File: config.mk
export PLATFORM = sky130hd
export DESIGN_NAME = kamikaze_regfile_sb
export DESIGN_NICKNAME = d
export VERILOG_FILES = /design/src/rtl/kamikaze_pkg.sv /design/src/rtl/kamikaze_regfile_rdport.sv /design/src/rtl/kamikaze_regfile_sb.sv
export SDC_FILE = /design/constraint.sdc
export NUM_CORES = 2
export LEC_CHECK = 0
export ABC_CLOCK_PERIOD_IN_PS = 4800
export CORE_MARGIN = 5
export CORE_UTILIZATION = 60
export DETAILED_ROUTE_END_ITERATION = 10
export PLACE_DENSITY = 0.8
export SLEW_MARGIN = 0
export SYNTH_ARGS = -nofsm -noshare
export SYNTH_HDL_FRONTEND = slang
export SYNTH_SLANG_ARGS = --single-unit
File: constraint.sdc
create_clock -name clk_i -period 4.8 [get_ports clk_i]
set_input_delay 1.44 -clock clk_i [delete_from_list [all_inputs] [get_ports clk_i]]
set_output_delay 1.44 -clock clk_i [all_outputs]
set_load 0.02 [all_outputs]
File: src/rtl/kamikaze_pkg.sv
// Shared constants and types for the kamikaze core.
package kamikaze_pkg;

  localparam int unsigned XLEN     = 32;
  localparam int unsigned NREG_MAX = 32;

  typedef logic [$clog2(NREG_MAX)-1:0] regaddr_t;

  localparam regaddr_t REG_ZERO = '0;

endpackage

File: src/rtl/kamikaze_regfile_rdport.sv
// One register-file read port: x0 forcing, same-cycle write bypass and an
// enable-gated output register that holds while the port is idle.
module kamikaze_regfile_rdport #(
  parameter int unsigned XLEN = 32,
  parameter int unsigned AW   = 5
) (
  input  logic            clk_i,
  input  logic            rst_n_i,
  input  logic            re_i,
  input  logic [AW-1:0]   raddr_i,
  input  logic            we_i,
  input  logic [AW-1:0]   waddr_i,
  input  logic [XLEN-1:0] wdata_i,
  input  logic [XLEN-1:0] rf_data_i,
  output logic [XLEN-1:0] rdata_o
);
  import kamikaze_pkg::*;

  logic [XLEN-1:0] rdata_d, rdata_q;

  always_comb begin
    rdata_d = rdata_q;
    if (re_i) begin
      if (raddr_i == AW'(REG_ZERO)) begin
        rdata_d = '0;
      end else if (we_i && (waddr_i == raddr_i)) begin
        rdata_d = wdata_i;
      end else begin
        rdata_d = rf_data_i;
      end
    end
  end

  always_ff @(posedge clk_i or negedge rst_n_i) begin
    if (!rst_n_i) begin
      rdata_q <= '0;
    end else begin
      rdata_q <= rdata_d;
    end
  end

  assign rdata_o = rdata_q;

endmodule

File: src/rtl/kamikaze_regfile_sb.sv
// Integer register file with NRD registered read ports, one write port,
// write-to-read bypass, hardwired x0 and a pending-write scoreboard.
module kamikaze_regfile_sb #(
  parameter int unsigned XLEN = kamikaze_pkg::XLEN,
  parameter int unsigned NREG = 32,
  parameter int unsigned NRD  = 2,
  localparam int unsigned AW  = $clog2(NREG)
) (
  input  logic                clk_i,
  input  logic                rst_n_i,
  input  logic                we_i,
  input  logic [AW-1:0]       waddr_i,
  input  logic [XLEN-1:0]     wdata_i,
  input  logic [NRD-1:0]      re_i,
  input  logic [NRD*AW-1:0]   raddr_i,
  output logic [NRD*XLEN-1:0] rdata_o,
  output logic [NRD-1:0]      busy_o,
  input  logic                issue_i,
  input  logic [AW-1:0]       issue_addr_i,
  input  logic                flush_i
);
  import kamikaze_pkg::*;

  logic [XLEN-1:0] regs_q [NREG];
  logic [NREG-1:0] pending_d, pending_q;
  logic            wr_valid;
  logic            issue_valid;
  logic [AW-1:0]   raddr [NRD];

  assign wr_valid    = we_i && (waddr_i != AW'(REG_ZERO));
  assign issue_valid = issue_i && (issue_addr_i != AW'(REG_ZERO));

  // x0 is never written, so its entry stays at its reset value of zero.
  always_ff @(posedge clk_i or negedge rst_n_i) begin
    if (!rst_n_i) begin
      for (int i = 0; i < int'(NREG); i++) begin
        regs_q[i] <= '0;
      end
    end else if (wr_valid) begin
      regs_q[waddr_i] <= wdata_i;
    end
  end

  // Clear before set: a same-cycle issue to the written register belongs to a
  // newer instruction whose write is still outstanding.
  always_comb begin
    pending_d = pending_q;
    if (wr_valid) begin
      pending_d[waddr_i] = 1'b0;
    end
    if (flush_i) begin
      pending_d = '0;
    end else if (issue_valid) begin
      pending_d[issue_addr_i] = 1'b1;
    end
    pending_d[0] = 1'b0;
  end

  always_ff @(posedge clk_i or negedge rst_n_i) begin
    if (!rst_n_i) begin
      pending_q <= '0;
    end else begin
      pending_q <= pending_d;
    end
  end

  for (genvar k = 0; k < int'(NRD); k++) begin : g_rdport
    assign raddr[k] = raddr_i[k*AW +: AW];

    // A write landing this cycle is bypassed, so the operand is not busy.
    assign busy_o[k] = pending_q[raddr[k]] & ~(we_i & (waddr_i == raddr[k]));

    kamikaze_regfile_rdport #(
      .XLEN(XLEN),
      .AW  (AW)
    ) u_rdport (
      .clk_i    (clk_i),
      .rst_n_i  (rst_n_i),
      .re_i     (re_i[k]),
      .raddr_i  (raddr[k]),
      .we_i     (we_i),
      .waddr_i  (waddr_i),
      .wdata_i  (wdata_i),
      .rf_data_i(regs_q[raddr[k]]),
      .rdata_o  (rdata_o[k*XLEN +: XLEN])
    );
  end

endmodule

# ---- Word level (Yosys, flattened, before mapping)
# Index checks and enable logic that the tools add are counted.
dict set report totals {
  out_inout_bits 66
  regBits 1119
}
dict set report op_classes {
  n_reduce_logical 11
  magnitude_cmp 10
  bitwise_logic 12
  eq_ne 2
  n_mux 24
}
# op n
set ops {}
lappend ops {{$bwmux W1024} 1}
lappend ops {{$mux W32} 12}
lappend ops {{$bmux W32 S5} 2}
lappend ops {{$demux W32 S5} 1}
lappend ops {{$and A32 B32 Y32} 1}
lappend ops {{$not A32 Y32} 1}
lappend ops {{$or A32 B32 Y32} 1}
lappend ops {{$lt A5 B6 Y1 const B} 4}
lappend ops {{$ge A6 B6 Y1 const B} 3}
lappend ops {{$not A5 Y6} 3}
lappend ops {{$bmux W1 S5} 2}
lappend ops {{$demux W1 S5} 2}
lappend ops {{$eq A5 B5 Y1} 2}
lappend ops {{$ge A5 B1 Y1 const B} 2}
lappend ops {{$logic_not A5 Y1} 2}
lappend ops {{$reduce_bool A5 Y1} 2}
lappend ops {{$logic_and A1 B1 Y1} 7}
lappend ops {{$lt A6 B1 Y1 const B} 1}
lappend ops {{$and A1 B1 Y1} 4}
lappend ops {{$mux W1} 4}
lappend ops {{$not A1 Y1} 2}

# ---- Depth between registers and ports, before layout
dict set report logic_depth {
  ltp_word 10
  ltp_mapped 9
  depth_no_buf 4
}

# ---- Cells and area by module
# From an unflattened synthesis, not the netlist that was laid out.
dict set report hier_totals {
  hier_cells 4045
  area_unflattened_um2 61016.0
}
# mod cells_per_inst n_inst seq_area_each_um2 area_per_inst_um2
set modules_own_cells {}
lappend modules_own_cells {kamikaze_regfile_sb 3661 1 26400.3 57057.2}
lappend modules_own_cells {kamikaze_regfile_rdport 192 2 800.8 1979.4}

# ---- Least setup slack after synthesis
# OpenSTA, ideal clock, no wires.
dict set report synth_timing {
  kind {input to output}
  from {input raddr_i[5]}
  to {output busy_o[1]}
  n_path_buf 4
  setup_slack_ps 78
  arrival_ps 3282
  path_stages 7
  cell_sequence {buf_2 buf_2 buf_6 buf_2 mux2_2 a2111oi_0 o32a_1}
}
dict set report synth_between {
  elab_chain_cells 4
  elab_cells_between_ends 6
  cone_classes {1 x eq/ne; 2 x mux; 3 x bitwise}
}
# element line_no
set synth_lines {}
lappend synth_lines {{start, declared} kamikaze_regfile_sb.sv:15} ;# input logic [NRD*AW-1:0] raddr_i,
lappend synth_lines {{parallel branches: the longest is 3 deep, another holds $bmux W1 S5} -}
lappend synth_lines {{$and A1 B1 Y1 (*)} kamikaze_regfile_sb.sv:71} ;# assign busy_o[k] = pending_q[raddr[k]] & ~(we_i & (waddr_i == raddr[k]));
lappend synth_lines {{end, declared} kamikaze_regfile_sb.sv:17} ;# output logic [NRD-1:0] busy_o,
# Mark *: on every way between the ends. The select of a mux whose other input is x is not followed.

# ---- Worst setup path after layout
dict set report layout_timing {
  from {input raddr_i[3]}
  to {output busy_o[0]}
}
# Same word-level chain as after synthesis.

==> reports/metrics.cfg <==
[timing]
fin_crit_sh_pct=98.15
relSlewSlack_pct=11.76
fin_worst_skew_ps=18.25
finalWorstSetupSlack_ps=88.86
holdWs_ps=392.8
rsz0062_at_grt=false
hold_viol=0
finalSetupViolCount=0
fmax_mhz=212.3
worstMarginPinSlew_ps=1319
drv_slew=0
min_period_ps=4711

[synth]
syn_avg_cell_area_um2=15.52
synth_top_family_by_area=multiplexers
synthesis.area_mm2=0.05869
synth_fa_ha_area_share_pct=0
synth_compound_area_share_pct=4.747
syn-instance-count=3783
yosys.area_share.xor_xnor_pct=0.1492
yosysWarnings=0
synth-seq-area-share_pct=47.71
synthMuxAreaShare_pct=41.86
yosysUniqueCellTypes=46
ys_ff_latch=1119
synthSimpleGateAreaFrac_pct=1.976
synthesis.nets=3842

[clock_network]
htree_num_levels=3
cts_tree=yes
cts_setup_buffers=0
cts_buffers=116
clk_latency_ps=710
root_buffer=clkbuf_16
cts.sinks=1119
ctsLongestPathBuffers=3
clk_pin_slew_worst_paths_ps=60
cts_hold_buf=0

[critical_path]
crit_path_start_kind=input port
crit_required_ps=3360
worstSetupPathType=input port to primary output
crit_slowest_cell=clkdlybuf4s50_1
path_cells=clkdlybuf4s50_1 > buf_4 > mux2i_1 > o22ai_1 > o31a_1 > dlygate4sd2_1
crit_family=buffers and inverters
critPathCaptureType=primary output
critPathBufInv=3
critPathMaxFanout=7
critPathMaxStageDelay_ps=610
arrival_ps=3270

[grt]
antenna_found_initial=8
grt_pass1_wl_um=262100
grt_remaining_overflow=0
grt_max_degree=120
grt_pass1_vias=39480
track_usage_pct=33.95

[placement]
place_hpwl_um=104600
gp_congestion=0.9514
postPlaceCellArea_mm2=0.06141
port_buffers=124
dp_worst_setup_slack_ps=-179.0

[power_and_ir_drop]
powerDensity_mw_per_mm2=422.5
pwr-share-clk_pct=33.6
p_switching_w=0.007539
swShare_pct=27.31
seqPwrFrac_pct=45.5
p_comb_share_pct=20.8
max-vdd-ir-drop_mv=0.3287
p_leak_nw=27.70
p_int_w=0.02006

[drt]
drcViolationCount=0
drt_iter0_drc=4513
first_pass_iters=6
drt_wl_total_um=174400
num_vias=37860
via_per_inst=7.420
routedWlPerCell_um=34.17
ant_nets=0

[die]
core_area_mm2=0.09685
std_cell_rows=114
die_area_mm2=0.1042
die_x_um=322.8
initial_core_util_pct=60.60
die_y_um=322.8
pin_count=125

[cells_and_area]
area_growth_pct=11.30
final_core_util_pct=67.45
drive_gt1_share_pct=52.24
nNetsFinal=3786
final_cell_area_mm2=0.06533

[outcome]
status=finished clean

[run]
drv_cap=0

[worst_hold_path]
hp-class=flop to flop

[path summary, 6_finish.rpt]
| path | slack (ps) | from | end | cells after the start |
|---|---|---|---|---|
| setup / recovery | 90 | raddr_i[3] | busy_o[0] | 6 |
| setup reg to reg | 2950 | regs_q[14]$_DFFE_PN0P_ | g_rdport[1].u_rdport.rdata_o[14]$_DFFE_PN0P_ | 4 |
| min in group asynchronous | 730 | rst_n_i | regs_q[150]$_DFFE_PN0P_ | 1 |
| hold / removal | 390 | regs_q[1006]$_DFFE_PN0P_ | regs_q[1006]$_DFFE_PN0P_ | 0 |
| hold reg to reg | 390 | regs_q[1006]$_DFFE_PN0P_ | regs_q[1006]$_DFFE_PN0P_ | 0 |
| max in group asynchronous | 2970 | rst_n_i | regs_q[815]$_DFFE_PN0P_ | 2 |
[cells in the final DEF, fill, tap and decap left out, types with 33 or more instances in the layout]
master and n:
buf_4 128, a22o_1 128, clkdlybuf4s50_1 110, mux4_2 590
nor2b_1 36, clkbuf_16 117, dfrtp_1 1119, a32oi_1 33
nor2_1 95, mux2_2 993, inv_1 34, buf_12 35
[layout make-up]
cell class | count | area, um2
inverter | 36 | 135.1
multi-input combinational | 2171 | 28800
clock inverter | 51 | 570.5
fill | 6422 | 31530
tap | 1276 | 1597
clock buffer | 161 | 3333
timing repair buffer | 283 | 2870
antenna | 6 | 15.01
sequential | 1119 | 28000
[layer usage]
layer / track usage, % / wire, um / up-vias
li1: - / - / 14720
met1: 46.06 / 64900 / 20330
met2: 52.76 / 81790 / 2284
met3: 9.493 / 19030 / 522
met4: 14.13 / 8635 / 4
met5: 0 / 22 / -
[power by group through the flow]
stage,clock network (W),registers [W],logic [W]
3_5_place_dp,0,0.0126,0.00572
2_1_floorplan,0,0.0123,0.00413
4_1_cts,0.00935,0.0125,0.00575
5_1_grt,0.00974,0.0127,0.00613
6_report,0.00929,0.0126,0.00575
3_3_place_gp,0,0.0125,0.00553
[through the flow]
stage                     std cells  total power (W)  TNS [ps]
after floorplan                3783          0.01643         0
after global routing           5101          0.02862         0
after global placement         4885          0.01801    -326.6
after CTS                      5097          0.02760         0
after detailed placement       4885          0.01836    -296.9
final                          5103          0.02760         0
[registers in the layout, indices dropped and copies added (netlist names)]
signal,flops
regs_q,1024
g_rdport.u_rdport.rdata_o,64
pending_q,31
[synth_stat cells (all sizes together)]
library cell	instances	share of area [%]
o221ai	32	0.48
nand2b	16	0.17
o2111a	1	0.019
nor2	100	0.64
a31o	2	0.030
o32a	1	0.017
nand2	35	0.22
nor2b	42	0.45
and4	1	0.015
and3	1	0.011
clkbuf	269	1.7
a22oi	17	0.22
o2111ai	33	0.49
nor4bb	1	0.017
inv	35	0.22
and2	9	0.096
nand3b	3	0.038
buf	188	1.6
o21ai	3	0.026
xor2	3	0.045
a2111oi	1	0.015
a21oi	13	0.11
and3b	4	0.060
mux2i	10	0.17
dfrtp	1119	48
nor3b	4	0.051
clkinv	1	0.0064
o211a	1	0.017
o211ai	32	0.41
nand4	1	0.021
or4	2	0.026
a22o	128	1.9
mux4	590	23
nand3	8	0.068
a41oi	32	0.48
o31a	1	0.015
mux2	993	19
o22ai	2	0.021
nor4b	1	0.015
a32oi	33	0.49
xnor2	7	0.10
nor3	8	0.077
[repair_timing]
item,4_1_cts,5_1_grt
endpoints found under the hold margin,0,0
endpoints found under the setup margin,2,0
gates resized for setup,3,0
[cell families (layout without fill, tap and decap cells)]
group	after synthesis	in the layout
muxes	1593	1593
buffers and inverters	493	531
other	0	6
DFF	1119	1119
AOI/OAI and AO/OA	332	332
and+or+nand+nor	236	236
xor gates and xnor gates	10	10
(Power assumes the default switching activity.)
